--- src/rtl/uart_tx_feeder.sv ---
// uart_tx_feeder
// Byte-queue front end for the UART transmitter. Bytes from a producer are
// buffered in a circular FIFO and handed to the transmitter one at a time:
// each byte is placed on `data` with a one-cycle `tx_start` pulse, then the
// feeder waits for a rising edge on `tx_done` (or a watchdog expiry) and
// idles for GAP_CYCLES clocks before the next byte.
//
// Ports:
//   clk_3125    in   system clock (3.125 MHz)
//   rst         in   synchronous active-high reset
//   wr_en       in   producer write strobe
//   wr_data     in   byte to enqueue
//   full        out  FIFO holds DEPTH entries
//   empty       out  FIFO holds 0 entries
//   count       out  number of FIFO entries
//   tx_start    out  one-cycle start pulse to the transmitter
//   data        out  byte presented to the transmitter
//   tx_done     in   transmitter frame-complete level (rising edge used)
//   busy        out  high whenever the state is not IDLE
//   overflow    out  sticky, a write was dropped on a full FIFO
//   timeout_err out  sticky, a frame never completed
//   clr_err     in   clears overflow and timeout_err
module uart_tx_feeder #(
    parameter int DEPTH      = 8,
    parameter int GAP_CYCLES = 2,
    parameter int TIMEOUT    = 1023
) (
    input  logic                     clk_3125,
    input  logic                     rst,
    input  logic                     wr_en,
    input  logic [7:0]               wr_data,
    output logic                     full,
    output logic                     empty,
    output logic [$clog2(DEPTH):0]   count,
    output logic                     tx_start,
    output logic [7:0]               data,
    input  logic                     tx_done,
    output logic                     busy,
    output logic                     overflow,
    output logic                     timeout_err,
    input  logic                     clr_err
);

    localparam int AW = $clog2(DEPTH);
    localparam int WW = $clog2(TIMEOUT + 1);
    localparam int GW = $clog2(GAP_CYCLES + 2);

    localparam logic [AW:0]   DEPTH_C     = (AW + 1)'(DEPTH);
    localparam logic [WW-1:0] WDOG_LAST   = WW'(TIMEOUT - 2);
    localparam logic [GW-1:0] GAP_LAST    = GW'(GAP_CYCLES - 1);

    typedef enum logic [1:0] {
        IDLE,
        START,
        WAIT,
        GAP
    } state_t;

    state_t        state;
    state_t        state_next;

    logic [7:0]    mem [DEPTH];
    logic [AW-1:0] wr_ptr;
    logic [AW-1:0] rd_ptr;
    logic [AW:0]   count_next;
    logic [WW-1:0] wdog;
    logic [GW-1:0] gap_cnt;
    logic          tx_done_q;
    logic          tx_rise;
    logic          pop;
    logic          push;
    logic          drop;
    logic          timeout_hit;

    assign tx_rise = tx_done & ~tx_done_q;

    // A write into a full FIFO still fits when the head is leaving in the
    // same cycle, since the freed slot is the one the write pointer sits on.
    assign push = wr_en & (~full | pop);
    assign drop = wr_en & full & ~pop;

    always_comb begin
        count_next = count;
        case ({push, pop})
            2'b10:   count_next = count + (AW + 1)'(1);
            2'b01:   count_next = count - (AW + 1)'(1);
            default: count_next = count;
        endcase
    end

    // Next-state logic. The watchdog is compared one short of TIMEOUT-1 so
    // the error flag lands on the edge where the count would reach TIMEOUT-1.
    // A frame completion beats a simultaneous watchdog expiry.
    always_comb begin
        state_next  = state;
        pop         = 1'b0;
        timeout_hit = 1'b0;
        case (state)
            IDLE: begin
                if (!empty) begin
                    pop        = 1'b1;
                    state_next = START;
                end
            end
            START: begin
                state_next = WAIT;
            end
            WAIT: begin
                if (tx_rise) begin
                    state_next = (GAP_CYCLES == 0) ? IDLE : GAP;
                end else if (wdog == WDOG_LAST) begin
                    timeout_hit = 1'b1;
                    state_next  = (GAP_CYCLES == 0) ? IDLE : GAP;
                end
            end
            GAP: begin
                if (gap_cnt == GAP_LAST) begin
                    state_next = IDLE;
                end
            end
            default: begin
                state_next = IDLE;
            end
        endcase
    end

    // FIFO storage has no reset; the pointers alone define its contents.
    always_ff @(posedge clk_3125) begin
        if (push) begin
            mem[wr_ptr] <= wr_data;
        end
    end

    // State register, FIFO bookkeeping, counters and sticky error flags.
    always_ff @(posedge clk_3125) begin
        if (rst) begin
            state       <= IDLE;
            wr_ptr      <= '0;
            rd_ptr      <= '0;
            count       <= '0;
            full        <= 1'b0;
            empty       <= 1'b1;
            tx_start    <= 1'b0;
            data        <= 8'h00;
            busy        <= 1'b0;
            overflow    <= 1'b0;
            timeout_err <= 1'b0;
            tx_done_q   <= 1'b0;
            wdog        <= '0;
            gap_cnt     <= '0;
        end else begin
            state     <= state_next;
            busy      <= (state_next != IDLE);
            tx_done_q <= tx_done;
            tx_start  <= pop;

            if (push) begin
                wr_ptr <= wr_ptr + AW'(1);
            end
            if (pop) begin
                rd_ptr <= rd_ptr + AW'(1);
                data   <= mem[rd_ptr];
            end
            count <= count_next;
            full  <= (count_next == DEPTH_C);
            empty <= (count_next == '0);

            if (state == START) begin
                wdog <= '0;
            end else if (state == WAIT) begin
                wdog <= wdog + WW'(1);
            end

            if (state == GAP) begin
                gap_cnt <= gap_cnt + GW'(1);
            end else begin
                gap_cnt <= '0;
            end

            // A new error event wins over a clear in the same cycle.
            if (drop) begin
                overflow <= 1'b1;
            end else if (clr_err) begin
                overflow <= 1'b0;
            end

            if (timeout_hit) begin
                timeout_err <= 1'b1;
            end else if (clr_err) begin
                timeout_err <= 1'b0;
            end
        end
    end

endmodule

--- config.mk ---
export PLATFORM = sky130hd
export DESIGN_NAME = uart_tx_feeder
export DESIGN_NICKNAME = d
export VERILOG_FILES = /design/src/rtl/uart_tx_feeder.sv
export SDC_FILE = /design/constraint.sdc
export NUM_CORES = 1
export LEC_CHECK = 0
export ABC_CLOCK_PERIOD_IN_PS = 8100
export CORE_ASPECT_RATIO = 0.9
export CORE_UTILIZATION = 26
export DETAILED_ROUTE_END_ITERATION = 16
export GPL_TIMING_DRIVEN = 0
export SYNTH_ARGS = -nofsm -noshare
export SYNTH_HDL_FRONTEND = slang
export SYNTH_SLANG_ARGS = --single-unit
--- constraint.sdc ---
create_clock -name clk_3125 -period 8.1 [get_ports clk_3125]
set_input_delay 1.215 -clock clk_3125 [delete_from_list [all_inputs] [get_ports clk_3125]]
set_output_delay 1.215 -clock clk_3125 [all_outputs]
set_load 0.05 [all_outputs]
==> results.tsv <==
metric	value	unit
status	finished, final reports clean	
grtUsageTotal	10.7	%
synth-edff-count	64	
r2r-start	state[0]	
cp_slowest_cell	clkdlybuf4s50_1	
holdCritPathClass	register to register	
num-nets-final	346	
num_io_pins	31	
max-clock-path-buffers	2	
grt_pass1_wl	12800	µm
ant_nets	0	
cp-start-kind	input pin	
grt_overflow	0	
fin_cells	532	
cts_max_level	3	
cts_hold_buf	0	
p_int	1.03	mW
reg2regPathDepth	10	
synth.avg_cell_area	14.4	µm²
drt-pass1-iter-count	4	
hold_end	gap_cnt[0]	
hold_depth	1	
min-delay-start	gap_cnt[0]	
row_count	43	
p_leak	1.62	nW
cts_buffers	9	
root_buffer	clkbuf_16	
tightest_slew	0.961	ns
synth-async-reset-ratio	0	%
initial_core_util	26.5	%
vias_per_cell	4.45	
cpLargestDelayFamily	simple AND/OR/NAND/NOR gates	
p_comb_share	31.4	%
synth_area_leaders	edfxtp_1 (47%), dfxtp_1 (19%), mux4_2 (8.8%), nor2_1 (3.2%), mux2i_1 (2.7%)	
drt_iter0_markers	111	
synth_xor_xnor_area_share	2.79	%
drive_gt1_share	13.6	%
regToRegEndpoint	full	
clk_pin_slew	0.07	ns
p_clk_share	27.2	%
routedWlPerCell	15.0	µm
dp_hpwl	5310	µm
p_switching	0.525	mW
cp-startpoint	wr_en	
die_y	121	µm
antenna_cells	0	
yosysTopAreaCellShare	47.1	%
report.final.slew_viol_count	0	
synthAdderAreaFrac	2.46	%
setup_viol	0	
netSwitchingFraction	33.8	%
worstPathRequired	8.34	ns
synthMuxAreaShare	11.5	%
syn_area	4080	µm²
n_fill_cell	1531	
clkSinkCount	103	
synth_largest_area_cell	edfxtp_1	
slowest_delay	0.52	ns
vias	2369	
fin_crit_sh	42.1	%
rrSetupSlack	5.02	ns
grt_pass1_vias	2389	
yosys.area_share.simple	9.70	%
port_buffers	30	
critical_path_class	input pin to register	
crit_fanout	5	
syn_to_final_growth	20.9	%
fp.dieW	134	µm
synth_top_family_by_area	multiplexers	
critical_path_arrival	3.66	ns
setup_tns	0	ns
max_freq	0.293	GHz
yosys_warnings	0	
p_seq_share	41.4	%
period_needed	3.41	ns
ys.flop_type	edfxtp_1	
grt_antenna_before_repair	0	
syn_inst	284	
syn_nets	305	
ys_types	39	
crit_path_end_kind	register	
cts_tree	done	
die_area	16200	µm²
synth-seq-area-share	66.3	%
path_buf_inv	2	
place_inst	516	
power.density	315	nW/µm²
rsz0062_at_grt	false	
drv_cap	0	
vdd_drop_max	0.000154	V
clkLatencyLatePin	0.35	ns
grt_start_max_net_pins	19	
ys_seq_elements	103	
finalHoldViolations	0	
cts_setup_buffers	0	
drcViolationCount	0	
core_area	15400	µm²
crit_chain	clkdlybuf4s50_1, a21boi_2, inv_1, ha_1, nand2b_1, or4b_1, a31oi_1, xnor2_1, and4bb_2	
slew_headroom	35.7	%
gp_congestion	0.729	
synth_compound_area_share	5.22	%
post_cts_resized	0	
totalWireLength	7980	µm
clock_skew	0.0139	ns
## stage by stage
stage | setup WS [ns] | cell area [µm²] | power (mW) | hold slack [ns] | utilization (%)
floorplan | 5.04 | 4080 | 1.00 | 0.405 | -
global placement | 4.34 | 4630 | 1.14 | 0.413 | 30.1
detailed placement | 4.35 | 4640 | 1.15 | 0.430 | 30.2
CTS | 4.71 | 4930 | 1.57 | 0.441 | 32.0
global route | 4.57 | 4930 | 1.63 | 0.476 | 32.0
finish | 4.69 | 4930 | 1.55 | 0.443 | 32.0
## power by group through the flow
stage               Sequential (mW)  Combinational (mW)  Clock (mW)
floorplan                     0.761               0.242           0
global placement              0.656               0.482           0
detailed placement            0.657               0.491           0
CTS                           0.645               0.493       0.433
global route                  0.652               0.525       0.452
finish                        0.643               0.487       0.423
## synthesized netlist by cell type, types with 5 or more instances
cell      number
inv_1          7
dfxtp_1       39
a21oi_1       10
ha_1           8
mux2i_1       11
nand2b_1       6
mux4_2        16
edfxtp_1      64
xor2_1         9
buf_2          5
nand2_1       14
o21ai_0        5
a211oi_1       8
nor2_1        35
## worst max-delay path by stage
stage	to	depth (start not counted)
after floorplan	full	8
after global placement	mem[0][7]	4
after detailed placement	full	9
after CTS	full	9
after global routing	full	9
final	full	9
## routing by layer
metal	up-vias	wire length [µm]	track usage (%)
li1	1141	-	-
met1	1181	3700	13.1
met2	36	3900	18.0
met3	11	286	3.27
met4	0	97	3.41
met5	-	0	0
## logic make-up after synthesis
kind of cell / Yosys count
compound gates: 33
xor+xnor: 13
fa+ha+maj: 8
buf+inv: 19
flops: 103
mux: 27
simple gates: 81
## flip-flops by register name, summed over array words and instances, names as in the netlist
signal and cells:
busy 1, count 4, data 8, empty 1, full 1, gap_cnt 2, mem 64, overflow 1
rd_ptr 3, state 2, timeout_err 1, tx_done_q 1, tx_start 1, wdog 10, wr_ptr 3
## cell usage in the layout (no fill, tap or decap), drive strengths merged, types with 5 or more instances in the layout
cell / Yosys / final
mux2i: 11 / 11
o21ai: 5 / 5
xor2: 9 / 9
inv: 7 / 12
or3: 5 / 5
clkbuf: 4 / 15
dfxtp: 39 / 39
clkdlybuf4s50: 0 / 30
buf: 8 / 8
nor2: 35 / 35
ha: 8 / 8
a21oi: 10 / 10
mux4: 16 / 16
nand2b: 6 / 6
a211oi: 8 / 8
nand2: 14 / 14
edfxtp: 64 / 64
## layout make-up
cell class	count	area [µm²]	area share, %
Clock inverter	5	46.3	0.939
Multi-Input combinational cell	162	1300	26.4
Tap cell	202	253	5.13
Clock buffer	11	243	4.93
Timing Repair Buffer	30	300	6.09
Buffer	12	55.1	1.12
Sequential cell	103	2700	54.8
Inverter	7	26.3	0.533
Note: power is estimated with default switching activity, not from simulation.
